--- src/rtl/ads111x_i2c_target.sv ---
// ADS111x-compatible I2C target: conditions SCL/SDA, decodes the bus and
// serves the pointer, conversion, config, Lo_thresh and Hi_thresh registers.
`timescale 1ns/1ps

module ads111x_i2c_target #(
    parameter logic [1:0] ADDR_PIN = 2'b00,
    parameter int         FILT_LEN = 3,
    parameter int         HOLD_CYC = 4
) (
    input  logic        sys_clk,
    input  logic        sys_rst,
    input  logic        scl_i,
    input  logic        sda_i,
    output logic        sda_oe,
    output logic        conv_start,
    input  logic        conv_done,
    input  logic [15:0] conv_data,
    output logic [15:0] cfg_o,
    output logic [15:0] lo_thresh_o,
    output logic [15:0] hi_thresh_o
);

    localparam logic [6:0]        DEV_ADDR  = {5'b10010, ADDR_PIN};
    localparam int                CNT_W     = $clog2(FILT_LEN) + 1;
    localparam logic [CNT_W-1:0]  CNT_MAX   = CNT_W'(FILT_LEN - 1);
    localparam int                HOLD_W    = $clog2(HOLD_CYC + 1);
    localparam logic [HOLD_W-1:0] HOLD_LOAD = HOLD_W'(HOLD_CYC);

    typedef enum logic [3:0] {
        ST_IDLE, ST_ADDR, ST_ADDR_ACK, ST_PTR, ST_PTR_ACK, ST_WR_MSB, ST_WR_MSB_ACK,
        ST_WR_LSB, ST_WR_LSB_ACK, ST_RD_BYTE, ST_RD_ACK, ST_IGNORE
    } state_t;

    // Input conditioning state
    logic             scl_s1_q, scl_s1_d, scl_s2_q, scl_s2_d;
    logic             sda_s1_q, sda_s1_d, sda_s2_q, sda_s2_d;
    logic             scl_f_q, scl_f_d, sda_f_q, sda_f_d;
    logic             scl_prev_q, scl_prev_d, sda_prev_q, sda_prev_d;
    logic [CNT_W-1:0] scl_cnt_q, scl_cnt_d, sda_cnt_q, sda_cnt_d;

    // Protocol and register state
    state_t            state_q, state_d;
    logic [3:0]        bit_cnt_q, bit_cnt_d;
    logic [6:0]        shift_q, shift_d;
    logic [1:0]        ptr_q, ptr_d;
    logic [7:0]        msb_q, msb_d;
    logic [6:0]        tx_q, tx_d;
    logic [7:0]        lsb_q, lsb_d;
    logic              rd_lsb_q, rd_lsb_d;
    logic              rd_mode_q, rd_mode_d;
    logic              sda_oe_q, sda_oe_d;
    logic              pend_oe_q, pend_oe_d;
    logic [HOLD_W-1:0] hold_q, hold_d;
    logic [14:0]       cfg_q, cfg_d;
    logic [15:0]       lo_q, lo_d, hi_q, hi_d, conv_q, conv_d;
    logic              busy_q, busy_d;
    logic              conv_start_q, conv_start_d;
    logic [15:0]       rd_word;

    logic       scl_rise, scl_fall, start_det, stop_det;
    logic [7:0] rx_byte;
    logic [15:0] wr_word;

    assign scl_rise  = scl_f_q & ~scl_prev_q;
    assign scl_fall  = ~scl_f_q & scl_prev_q;
    assign start_det = scl_f_q & scl_prev_q & sda_prev_q & ~sda_f_q;
    assign stop_det  = scl_f_q & scl_prev_q & ~sda_prev_q & sda_f_q;
    assign rx_byte   = {shift_q, sda_f_q};
    assign wr_word   = {msb_q, rx_byte};

    // Config OS bit reads as "not busy"; the stored OS is implicitly 1
    assign sda_oe      = sda_oe_q;
    assign conv_start  = conv_start_q;
    assign cfg_o       = {~busy_q, cfg_q};
    assign lo_thresh_o = lo_q;
    assign hi_thresh_o = hi_q;

    // Synchronizer, glitch filter and previous-level registers; idle bus is high
    always_ff @(posedge sys_clk or posedge sys_rst) begin
        if (sys_rst) begin
            scl_s1_q   <= 1'b1;
            scl_s2_q   <= 1'b1;
            sda_s1_q   <= 1'b1;
            sda_s2_q   <= 1'b1;
            scl_f_q    <= 1'b1;
            sda_f_q    <= 1'b1;
            scl_prev_q <= 1'b1;
            sda_prev_q <= 1'b1;
            scl_cnt_q  <= '0;
            sda_cnt_q  <= '0;
        end else begin
            scl_s1_q   <= scl_s1_d;
            scl_s2_q   <= scl_s2_d;
            sda_s1_q   <= sda_s1_d;
            sda_s2_q   <= sda_s2_d;
            scl_f_q    <= scl_f_d;
            sda_f_q    <= sda_f_d;
            scl_prev_q <= scl_prev_d;
            sda_prev_q <= sda_prev_d;
            scl_cnt_q  <= scl_cnt_d;
            sda_cnt_q  <= sda_cnt_d;
        end
    end

    // A filtered level flips only after FILT_LEN consecutive differing samples
    always_comb begin
        scl_s1_d   = scl_i;
        scl_s2_d   = scl_s1_q;
        sda_s1_d   = sda_i;
        sda_s2_d   = sda_s1_q;
        scl_f_d    = scl_f_q;
        sda_f_d    = sda_f_q;
        scl_cnt_d  = '0;
        sda_cnt_d  = '0;
        scl_prev_d = scl_f_q;
        sda_prev_d = sda_f_q;
        if (scl_s2_q != scl_f_q) begin
            if (scl_cnt_q == CNT_MAX) scl_f_d = scl_s2_q;
            else                      scl_cnt_d = scl_cnt_q + CNT_W'(1);
        end
        if (sda_s2_q != sda_f_q) begin
            if (sda_cnt_q == CNT_MAX) sda_f_d = sda_s2_q;
            else                      sda_cnt_d = sda_cnt_q + CNT_W'(1);
        end
    end

    // Protocol state, register file and SDA driver registers
    always_ff @(posedge sys_clk or posedge sys_rst) begin
        if (sys_rst) begin
            state_q      <= ST_IDLE;
            bit_cnt_q    <= '0;
            shift_q      <= '0;
            ptr_q        <= '0;
            msb_q        <= '0;
            tx_q         <= '0;
            lsb_q        <= '0;
            rd_lsb_q     <= 1'b0;
            rd_mode_q    <= 1'b0;
            sda_oe_q     <= 1'b0;
            pend_oe_q    <= 1'b0;
            hold_q       <= '0;
            cfg_q        <= 15'h0583;
            lo_q         <= 16'h8000;
            hi_q         <= 16'h7FFF;
            conv_q       <= 16'h0000;
            busy_q       <= 1'b0;
            conv_start_q <= 1'b0;
        end else begin
            state_q      <= state_d;
            bit_cnt_q    <= bit_cnt_d;
            shift_q      <= shift_d;
            ptr_q        <= ptr_d;
            msb_q        <= msb_d;
            tx_q         <= tx_d;
            lsb_q        <= lsb_d;
            rd_lsb_q     <= rd_lsb_d;
            rd_mode_q    <= rd_mode_d;
            sda_oe_q     <= sda_oe_d;
            pend_oe_q    <= pend_oe_d;
            hold_q       <= hold_d;
            cfg_q        <= cfg_d;
            lo_q         <= lo_d;
            hi_q         <= hi_d;
            conv_q       <= conv_d;
            busy_q       <= busy_d;
            conv_start_q <= conv_start_d;
        end
    end

    // Next-state logic: byte shifting, ACK/data scheduling, register writes and conversion handshake
    always_comb begin
        state_d      = state_q;
        bit_cnt_d    = bit_cnt_q;
        shift_d      = shift_q;
        ptr_d        = ptr_q;
        msb_d        = msb_q;
        tx_d         = tx_q;
        lsb_d        = lsb_q;
        rd_lsb_d     = rd_lsb_q;
        rd_mode_d    = rd_mode_q;
        sda_oe_d     = sda_oe_q;
        pend_oe_d    = pend_oe_q;
        hold_d       = hold_q;
        cfg_d        = cfg_q;
        lo_d         = lo_q;
        hi_d         = hi_q;
        conv_d       = conv_q;
        busy_d       = busy_q;
        conv_start_d = 1'b0;

        case (ptr_q)
            2'd0:    rd_word = conv_q;
            2'd1:    rd_word = {~busy_q, cfg_q};
            2'd2:    rd_word = lo_q;
            default: rd_word = hi_q;
        endcase

        if (conv_done) begin
            conv_d = conv_data;
            busy_d = 1'b0;
        end

        if (hold_q != '0) begin
            hold_d = hold_q - HOLD_W'(1);
            if (hold_q == HOLD_W'(1)) sda_oe_d = pend_oe_q;
        end

        if (start_det || stop_det) begin
            state_d   = start_det ? ST_ADDR : ST_IDLE;
            bit_cnt_d = '0;
            sda_oe_d  = 1'b0;
            hold_d    = '0;
        end else begin
            case (state_q)
                ST_ADDR, ST_PTR, ST_WR_MSB, ST_WR_LSB: begin
                    if (scl_rise) begin
                        shift_d   = rx_byte[6:0];
                        bit_cnt_d = bit_cnt_q + 4'd1;
                        if (bit_cnt_q == 4'd7) begin
                            case (state_q)
                                ST_ADDR: begin
                                    if (rx_byte[7:1] == DEV_ADDR) begin
                                        rd_mode_d = rx_byte[0];
                                        state_d   = ST_ADDR_ACK;
                                    end else begin
                                        state_d = ST_IGNORE;
                                    end
                                end
                                ST_PTR: begin
                                    ptr_d   = rx_byte[1:0];
                                    state_d = ST_PTR_ACK;
                                end
                                ST_WR_MSB: begin
                                    msb_d   = rx_byte;
                                    state_d = ST_WR_MSB_ACK;
                                end
                                default: begin
                                    case (ptr_q)
                                        2'd1: begin
                                            cfg_d = wr_word[14:0];
                                            if (wr_word[15] && !busy_d) begin
                                                conv_start_d = 1'b1;
                                                busy_d       = 1'b1;
                                            end
                                        end
                                        2'd2:    lo_d = wr_word;
                                        2'd3:    hi_d = wr_word;
                                        default: ;
                                    endcase
                                    state_d = ST_WR_LSB_ACK;
                                end
                            endcase
                        end
                    end
                end
                ST_ADDR_ACK, ST_PTR_ACK, ST_WR_MSB_ACK, ST_WR_LSB_ACK: begin
                    if (scl_rise) bit_cnt_d = 4'd9;
                    if (scl_fall && bit_cnt_q == 4'd8) begin
                        hold_d    = HOLD_LOAD;
                        pend_oe_d = 1'b1;
                    end else if (scl_fall && bit_cnt_q == 4'd9) begin
                        bit_cnt_d = '0;
                        hold_d    = HOLD_LOAD;
                        pend_oe_d = 1'b0;
                        case (state_q)
                            ST_ADDR_ACK: begin
                                if (rd_mode_q) begin
                                    tx_d      = rd_word[14:8];
                                    lsb_d     = rd_word[7:0];
                                    pend_oe_d = ~rd_word[15];
                                    rd_lsb_d  = 1'b1;
                                    state_d   = ST_RD_BYTE;
                                end else begin
                                    state_d = ST_PTR;
                                end
                            end
                            ST_WR_MSB_ACK: state_d = ST_WR_LSB;
                            default:       state_d = ST_WR_MSB;
                        endcase
                    end
                end
                ST_RD_BYTE: begin
                    if (scl_rise) bit_cnt_d = bit_cnt_q + 4'd1;
                    if (scl_fall && bit_cnt_q == 4'd8) begin
                        hold_d    = HOLD_LOAD;
                        pend_oe_d = 1'b0;
                        state_d   = ST_RD_ACK;
                    end else if (scl_fall && bit_cnt_q != 4'd0) begin
                        hold_d    = HOLD_LOAD;
                        pend_oe_d = ~tx_q[6];
                        tx_d      = {tx_q[5:0], 1'b0};
                    end
                end
                ST_RD_ACK: begin
                    if (scl_rise) begin
                        bit_cnt_d = 4'd9;
                        if (sda_f_q) state_d = ST_IGNORE;
                    end
                    if (scl_fall && bit_cnt_q == 4'd9) begin
                        bit_cnt_d = '0;
                        hold_d    = HOLD_LOAD;
                        state_d   = ST_RD_BYTE;
                        if (rd_lsb_q) begin
                            tx_d      = lsb_q[6:0];
                            pend_oe_d = ~lsb_q[7];
                            rd_lsb_d  = 1'b0;
                        end else begin
                            tx_d      = rd_word[14:8];
                            lsb_d     = rd_word[7:0];
                            pend_oe_d = ~rd_word[15];
                            rd_lsb_d  = 1'b1;
                        end
                    end
                end
                ST_IDLE, ST_IGNORE: ;
                default: state_d = ST_IDLE;
            endcase
        end
    end

endmodule

--- config.mk ---
export PLATFORM = sky130hd
export DESIGN_NAME = ads111x_i2c_target
export DESIGN_NICKNAME = d
export VERILOG_FILES = /design/src/rtl/ads111x_i2c_target.sv
export SDC_FILE = /design/constraint.sdc
export NUM_CORES = 1
export LEC_CHECK = 0
export CORE_ASPECT_RATIO = 0.75
export CORE_MARGIN = 5
export CORE_UTILIZATION = 56
export DETAILED_ROUTE_END_ITERATION = 7
export PLACE_DENSITY = 0.8
export SLEW_MARGIN = 20
export SYNTH_ARGS = -nofsm -noshare
export SYNTH_HDL_FRONTEND = slang
export SYNTH_SLANG_ARGS = --single-unit
--- constraint.sdc ---
create_clock -name sys_clk -period 5.24 [get_ports sys_clk]
set_clock_uncertainty 0.1 [all_clocks]
set_input_delay 1.048 -clock sys_clk [delete_from_list [all_inputs] [get_ports sys_clk]]
set_output_delay 1.048 -clock sys_clk [all_outputs]
set_load 0.02 [all_outputs]
# Word level (Yosys, flattened, before mapping)
# Cells that the tools add are included.
[totals]
regBits = 126
output_inout_bits = 50
inputBits = 21
word_cells = 210
[classes]
muxes = 83
eq_ne = 42
n_reduce_logical = 36
n_bitwise = 17
addsub = 4
[ops]
columns = ["operator", "count"]
rows = [
  ["$mux W4", 16],
  ["$mux W7", 8],
  ["$mux W8", 6],
  ["$pmux W16 S3", 1],
  ["$mux W1", 33],
  ["$mux W3", 10],
  ["$eq A4 B4 Y1 const B", 6],
  ["$pmux W4 S3", 2],
  ["$reduce_and A6 Y1", 4],
  ["$ne A3 B3 Y1 const B", 7],
  ["$pmux W7 S3", 1],
  ["$eq A4 B3 Y1 const B", 5],
  ["$pmux W4 S5", 1],
  ["$ne A2 B2 Y1 const B", 9],
  ["$pmux W8 S2", 1],
  ["$reduce_and A8 Y1", 2],
  ["$reduce_and A5 Y1", 3],
  ["$not A1 Y1", 10],
  ["$pmux W3 S3", 1],
  ["$reduce_and A9 Y1", 1],
  ["$eq A4 B2 Y1 const B", 2],
  ["$ne A4 B4 Y1 const B", 2],
  ["$pmux W4 S2", 1],
  ["$reduce_and A2 Y1", 4],
  ["other kinds (28)", 46],
]

# Logic depth before layout (Yosys ltp)
# Gate-level depths: netlist of run 1.
[depth]
ltp_word = 10
depth_mapped = 8
ltp_nobuf = 7

# Worst setup path after synthesis of run 1
# No wires, ideal clock.
[synth_path]
path_type = "in2reg"
start = "input port conv_done"
end = "register conv_q[0]"
slack_ps = 2970
arrival_ps = 2045
required_time_ps = 5015
setup_ps = 125
path_stages = 3
path_buffers = 2
cell_sequence = "clkbuf_1 -> buf_1 -> mux2_2"
[synth_lines]
columns = ["element", "line", "rtl"]
rows = [
  ["start, declared", "16", "input logic conv_done,"],
  ["end signal, assigned", "164", "conv_q <= conv_d;"],
  ["end, declared", "55", "logic [15:0] lo_q, lo_d, hi_q, hi_d, conv_q, conv_d;"],
]
# No word-level cell between the ends.

# Final worst setup path of run 1
[layout_path]
start = "register state_q[1]"
end = "register hi_q[15], in the netlist hi_thresh_o[15]"
[layout_between]
elab_chain_len = 4
word_cells_on_any_way = 8
cone_classes = "eq/ne: 4; bitwise: 1; reduce/logical: 3"
[layout_lines]
columns = ["element", "line", "rtl"]
rows = [
  ["start, declared", "42", "state_t state_q, state_d;"],
  ["start signal, assigned", "149", "state_q <= state_d;"],
  ["$eq A4 B3 Y1 (tied with other cells)", "214, 220", ""],
  ["$reduce_or A3 Y1 (no source line)", "n/a", ""],
  ["$not A1 Y1 (no source line)", "n/a", ""],
  ["$reduce_and A6 Y1 (no source line) *", "n/a", ""],
  ["end signal, assigned", "163", "hi_q <= hi_d;"],
  ["end, declared", "55", ""],
]
# Mark *: on every way between the ends. The rest lies on a longest branch, timed or not.
# A chain may end at the register's enable or synchronous reset.

==> out/qor.txt, run 1 <==
Yosys warns -> 0
Total placed instance area -> 7010 µm²
Final worst path period need -> 2780 ps
Remaining DRCs -> 0
# IOs -> 71
WP data required -> 5440 ps
Vias -> 4,348
Leakage -> 0.00323 µW
R2R depth -> 5
Drt total wl -> 14.7 mm
Predominant post-synthesis flop cell -> dfrtp_1
Power density of the placed cells -> 453 nW/µm²
Fmax -> 360 MHz
DIE WIDTH -> 132 µm
R2r setup slk -> 2460 ps
Main area contributors after synthesis -> dfrtp_1 (39%), mux2_2 (18%), dfstp_2 (12%)
WL/cell -> 20.8 µm
Final Setup Violations -> 0
Min-delay src -> scl_s1_q
Final hold vios -> 0
Peak supply drop -> 0.265 mV
ANT cells -> 0
Startpoint types -> flop
Max-slew violation count -> 0
Setup Buffers After CTS -> 0
Actual slew at the worst max-slew pin -> 1010 ps
Cts hold-fix bufs -> 0
Setup CP Type -> flop to flop
Core Area -> 10,900 µm²
Yosys cell types -> 66
Clk_lat worst skew -> 420 ps
Setup TNS -> 0 ps
Post-CTS Resized -> 0
Row cnt -> 33
Worst endpoint data arrival time -> 2980 ps
Port Buf Inserts -> 70
Share of cells above drive strength 1 -> 34.9%
Crit. End Element -> flop
1st-iter DRT viols -> 384
Syn_nets -> 512
H-tree levels -> 4
Die area -> 13,400 µm²
Total CTS buffers -> 17
RSZ-0062 raised after global routing -> no
Mapped cell area -> 6230 µm²
DIE HEIGHT -> 101 µm
Area delta synth->final -> 22.7%
Vias in the first global route -> 4,437
First-pass GRT wire length -> 24.3 mm
Fin crit share -> 53.1%
CTS tree -> yes
Design area -> 7640 µm²
Area leader, netlist -> dfrtp_1
Synth Area per Inst -> 12.8 µm²
Max cap viols -> 0
Asr flop ratio synth -> 100%
Worst Path Max Fanout -> 20
DRT Pass-1 Iters -> 5
Status -> finished, final reports clean
Placed Instances -> 674
Commonest cells after routing, fill and taps aside -> mux2_2 (100), dfrtp_1 (97), clkdlybuf4s50_1 (70)
Most common cell after layout, fill and taps aside -> mux2_2
Clock sinks -> 126
Clk Tree Root Cell -> clkbuf_16
Antenna viol nets, final -> 0
Sequential share of the synthesized area -> 51.2%
DP HPWL -> 9.97 mm
WHS Endpoint -> scl_s2_q
Clock-pin slew on the worst setup and hold paths -> 60 ps
Worst relative slew slack -> 32.8%
Grt total ovfl -> 0
Register bit total from synthesis -> 126
Worst hold path type -> flop to flop
Largest net degree at the start of global routing -> 82
Starting density of the core -> 57.1%
Hold Path Depth -> 0
GRT Overall Usage -> 23.0%
Setup WS pre-CTS -> 2410 ps
Fin nets -> 581
Reg2reg end -> hi_thresh_o[15]
Final setup margin -> 2460 ps
Synth top area share -> 39.0%
Final GP Congestion -> 0.836
Post-synth EDFFs -> 0
Clock Path Buffers -> 2
DR vias/cell -> 6.15
Syn Inst Count -> 485
Worst R2R Start -> state_q[1]
Initial antenna violation count -> 0
Finished Layout Cells -> 707
## logic make-up (layout without fill, tap and decap cells)
kind of cell             after synthesis  after routing  synth area share (%)
XOR/XNOR                               7              7                 0.985
flip-flops                           126            126                  51.2
adder cells (fa/ha/maj)                6              6                  1.21
multiplexers                         119            119                  24.2
buffers and inverters                 38            120                  2.95
AND/OR/NAND/NOR                      115            115                  11.0
AO/OA/AOI/OAI                         74             74                  8.38
## per-stage QoR
step                power, µW  utilization, %  hold WS (ps)
floorplan                2010               -           245
global placement         2160            64.3           247
detailed placement       2210            64.3           249
CTS                      3470            70.0           257
global route             3640            70.1           261
finish                   3460            70.1           256
## Yosys cell counts, types with 4 or more instances
cell type	count
a211oi_1	4
a21oi_1	15
a32oi_1	7
buf_2	9
buf_4	6
clkbuf_1	8
dfrtp_1	97
dfstp_2	29
ha_1	6
inv_1	11
mux2_2	100
mux4_2	15
nand2_1	33
nand2b_1	6
nand3_1	7
nor2_1	16
nor2b_1	9
nor3_1	10
o211ai_1	4
o21ai_0	24
xnor2_1	4
## worst max path at each step
stage | from | to | slack (ps)
global route | state_q[1] | cfg_q[2] | 2270
floorplan | sys_rst | bit_cnt_q[0] | 780
finish | state_q[1] | hi_thresh_o[15] | 2460
global placement | conv_done | conv_q[0] | 2470
CTS | state_q[1] | lo_thresh_o[0] | 2380
detailed placement | state_q[1] | lo_thresh_o[0] | 2410
## state kept, by name, summed over array words and instances (netlist names), 2 cells and up
signal / flops
conv_q: 16
msb_q: 8
ptr_q: 2
lsb_q: 8
hi_thresh_o: 16
lo_thresh_o: 16
state_q: 4
tx_q: 7
scl_cnt_q: 3
sda_cnt_q: 3
bit_cnt_q: 4
shift_q: 7
hold_q: 3
cfg_q: 15
## report_power, final
part,internal [µW],switching [µW],total [µW]
combinational,403,473,876
clock,798,444,1240
sequential,1120,228,1340
## routing by layer
metal / share of wire, % / up-vias / wire length (µm) / GRT usage [%]
met2: 46 / 162 / 6730 / 35.8
met4: 1.2 / 0 / 174 / 6.32
li1: - / 1930 / - / -
met5: 0 / - / 0 / 0
met1: 45 / 2241 / 6660 / 31.9
met3: 7.6 / 15 / 1110 / 7.05
## critical path, cell delays in order, from the launching register on
cell	delay [ps]
dfrtp_1	740
nor2b_1	320
nand2_1	210
nor3_1	220
nand2_1	560
mux2_2	510
## area by class of cell
class	count	area (µm²)
fill	728	3260
multi-input combinational	321	2850
clock inverter	13	189
timing repair buffer	77	757
sequential	126	3190
inverter	11	46.3
clock buffer	19	433
tap	140	175
Power figures use the tool's default switching activity.
==> run 2: changes to the inputs <==
--- a/config.mk
+++ b/config.mk
@@ -7,9 +7,9 @@
 export LEC_CHECK = 0
 export CORE_ASPECT_RATIO = 0.75
 export CORE_MARGIN = 5
-export CORE_UTILIZATION = 56
+export CORE_UTILIZATION = 51
 export DETAILED_ROUTE_END_ITERATION = 7
-export PLACE_DENSITY = 0.8
+export PLACE_DENSITY = 0.76
 export SLEW_MARGIN = 20
 export SYNTH_ARGS = -nofsm -noshare
 export SYNTH_HDL_FRONTEND = slang
==> constraint.sdc (replaced) <==
create_clock -name sys_clk -period 2.5 [get_ports sys_clk]
set_clock_uncertainty 0.1 [all_clocks]
set_input_delay 0.5 -clock sys_clk [delete_from_list [all_inputs] [get_ports sys_clk]]
set_output_delay 0.5 -clock sys_clk [all_outputs]
set_load 0.02 [all_outputs]
==> out/qor.txt, run 2 (synthesis gave the netlist of run 1 again) <==
Status -> finished, final reports clean
Max-slew violation count -> 0
Clock-pin slew on the worst setup and hold paths -> 60 ps
Vias in the first global route -> 4,585
Grt total ovfl -> 0
Clk_lat worst skew -> 410 ps
Commonest cells after routing, fill and taps aside -> mux2_2 (100), dfrtp_1 (97), clkdlybuf4s50_1 (70)
Vias -> 4,374
Clk Tree Root Cell -> clkbuf_16
Layout Utilization -> 64.4%
Clock Path Buffers -> 2
WP data required -> 2680 ps
Actual slew at the worst max-slew pin -> 607 ps
Setup TNS -> 0 ps
Starting density of the core -> 51.3%
Core Area -> 12,100 µm²
Die area -> 14,500 µm²
Final hold vios -> 0
DP HPWL -> 10.9 mm
Leakage -> 0.00332 µW
DIE HEIGHT -> 106 µm
Row cnt -> 35
1st-iter DRT viols -> 382
DRT Pass-1 Iters -> 5
RSZ-0062 raised after global routing -> no
Max cap viols -> 0
Share of cells above drive strength 1 -> 37.5%
Total CTS buffers -> 17
# IOs -> 71
Peak supply drop -> 0.664 mV
Drt total wl -> 15.5 mm
DIE WIDTH -> 138 µm
WL/cell -> 20.5 µm
Fin nets -> 601
Final setup margin -> 132 ps
Post-CTS Resized -> 0
Setup Buffers After CTS -> 0
CTS tree -> yes
Fmax -> 422 MHz
Worst Path Max Fanout -> 8
Final GP Congestion -> 0.876
Initial antenna violation count -> 0
Startpoint types -> flop
First-pass GRT wire length -> 25.3 mm
Worst hold path type -> flop to flop
DR vias/cell -> 5.81
Setup WS pre-CTS -> 162 ps
Antenna viol nets, final -> 0
Worst relative slew slack -> 59.6%
Worst endpoint data arrival time -> 2550 ps
Power density of the placed cells -> 905 nW/µm²
Fill count -> 891
Most common cell after layout, fill and taps aside -> mux2_2
Crit. End Element -> flop
Setup CP Type -> flop to flop
Port Buf Inserts -> 70
Cts hold-fix bufs -> 0
ANT cells -> 0
Area delta synth->final -> 25.5%
Remaining DRCs -> 0
GRT Overall Usage -> 22.7%
Fin crit share -> 94.7%
Final worst path period need -> 2370 ps
Clock sinks -> 126
Largest net degree at the start of global routing -> 31
H-tree levels -> 4
Final Setup Violations -> 0
## run 2: cell count changes in the layout (fill, tap and decap cells not counted), sizes merged
cell / before / now
clkbuf: 19 / 17
clkinvlp: 5 / 6
inv: 13 / 14
clkinv: 2 / 5
bufinv: 4 / 1
buf: 7 / 27
## run 2: final cells by class
cell class	instances	area [µm²]	area share, %
multi-input combinational	321	2850	36.5
clock inverter	15	139	1.78
clock buffer	17	425	5.44
inverter	11	45.0	0.576
sequential	126	3190	40.8
timing repair buffer	97	953	12.2
tap	166	208	2.66
## run 2: path summary, 6_finish.rpt
kind	from	endpoint	slack, ps	cells after the start
max in group asynchronous	sys_rst	lo_thresh_o[15]	1280	3
hold / removal	sda_s1_q	sda_s2_q	260	0
setup reg to reg	bit_cnt_q[0]	lsb_q[0]	130	7
hold reg to reg	sda_s1_q	sda_s2_q	260	0
setup / recovery	bit_cnt_q[0]	lsb_q[0]	130	7
min in group asynchronous	sys_rst	msb_q[4]	420	2
## run 2: worst max-delay path, stage by stage, from the launching register on
cell,delay (ps)
dfrtp_1,410
inv_1,80
ha_1,230
nor2b_1,170
nand2_1,210
a31oi_1,160
a311oi_4,470
mux2_2,400
## run 2: report_power, final
| group | switching [µW] | internal (µW) | total [µW] |
|---|---|---|---|
| Combinational | 1140 | 935 | 2080 |
| Clock | 939 | 1380 | 2320 |
| Sequential | 338 | 2340 | 2680 |
| Total | 2420 | 4650 | 7070 |
## run 2: metrics by stage
stage / std cells / instance area, µm² / power, µW / hold WS (ps)
floorplan: 485 / 6230 / 4210 / 245
CTS: 753 / 7810 / 7100 / 257
detailed placement: 721 / 7250 / 4750 / 248
global route: 753 / 7810 / 7450 / 258
finish: 753 / 7810 / 7070 / 255
global placement: 721 / 7250 / 4670 / 246
## run 2: per-layer routing
layer	global-route usage (%)	up-vias	wire length (µm)
met4	5.20	0	102
met2	33.1	147	7040
li1	-	1972	-
met3	5.96	10	997
met1	33.8	2245	7330
met5	0	-	0
==> run 3: changes to the inputs <==
--- a/config.mk
+++ b/config.mk
@@ -5,6 +5,7 @@
 export SDC_FILE = /design/constraint.sdc
 export NUM_CORES = 1
 export LEC_CHECK = 0
+export CAP_MARGIN = 25
 export CORE_ASPECT_RATIO = 0.75
 export CORE_MARGIN = 5
 export CORE_UTILIZATION = 51
==> results of run 3 <==
The final DEF is identical to that of run 2; final timing and power are the same.
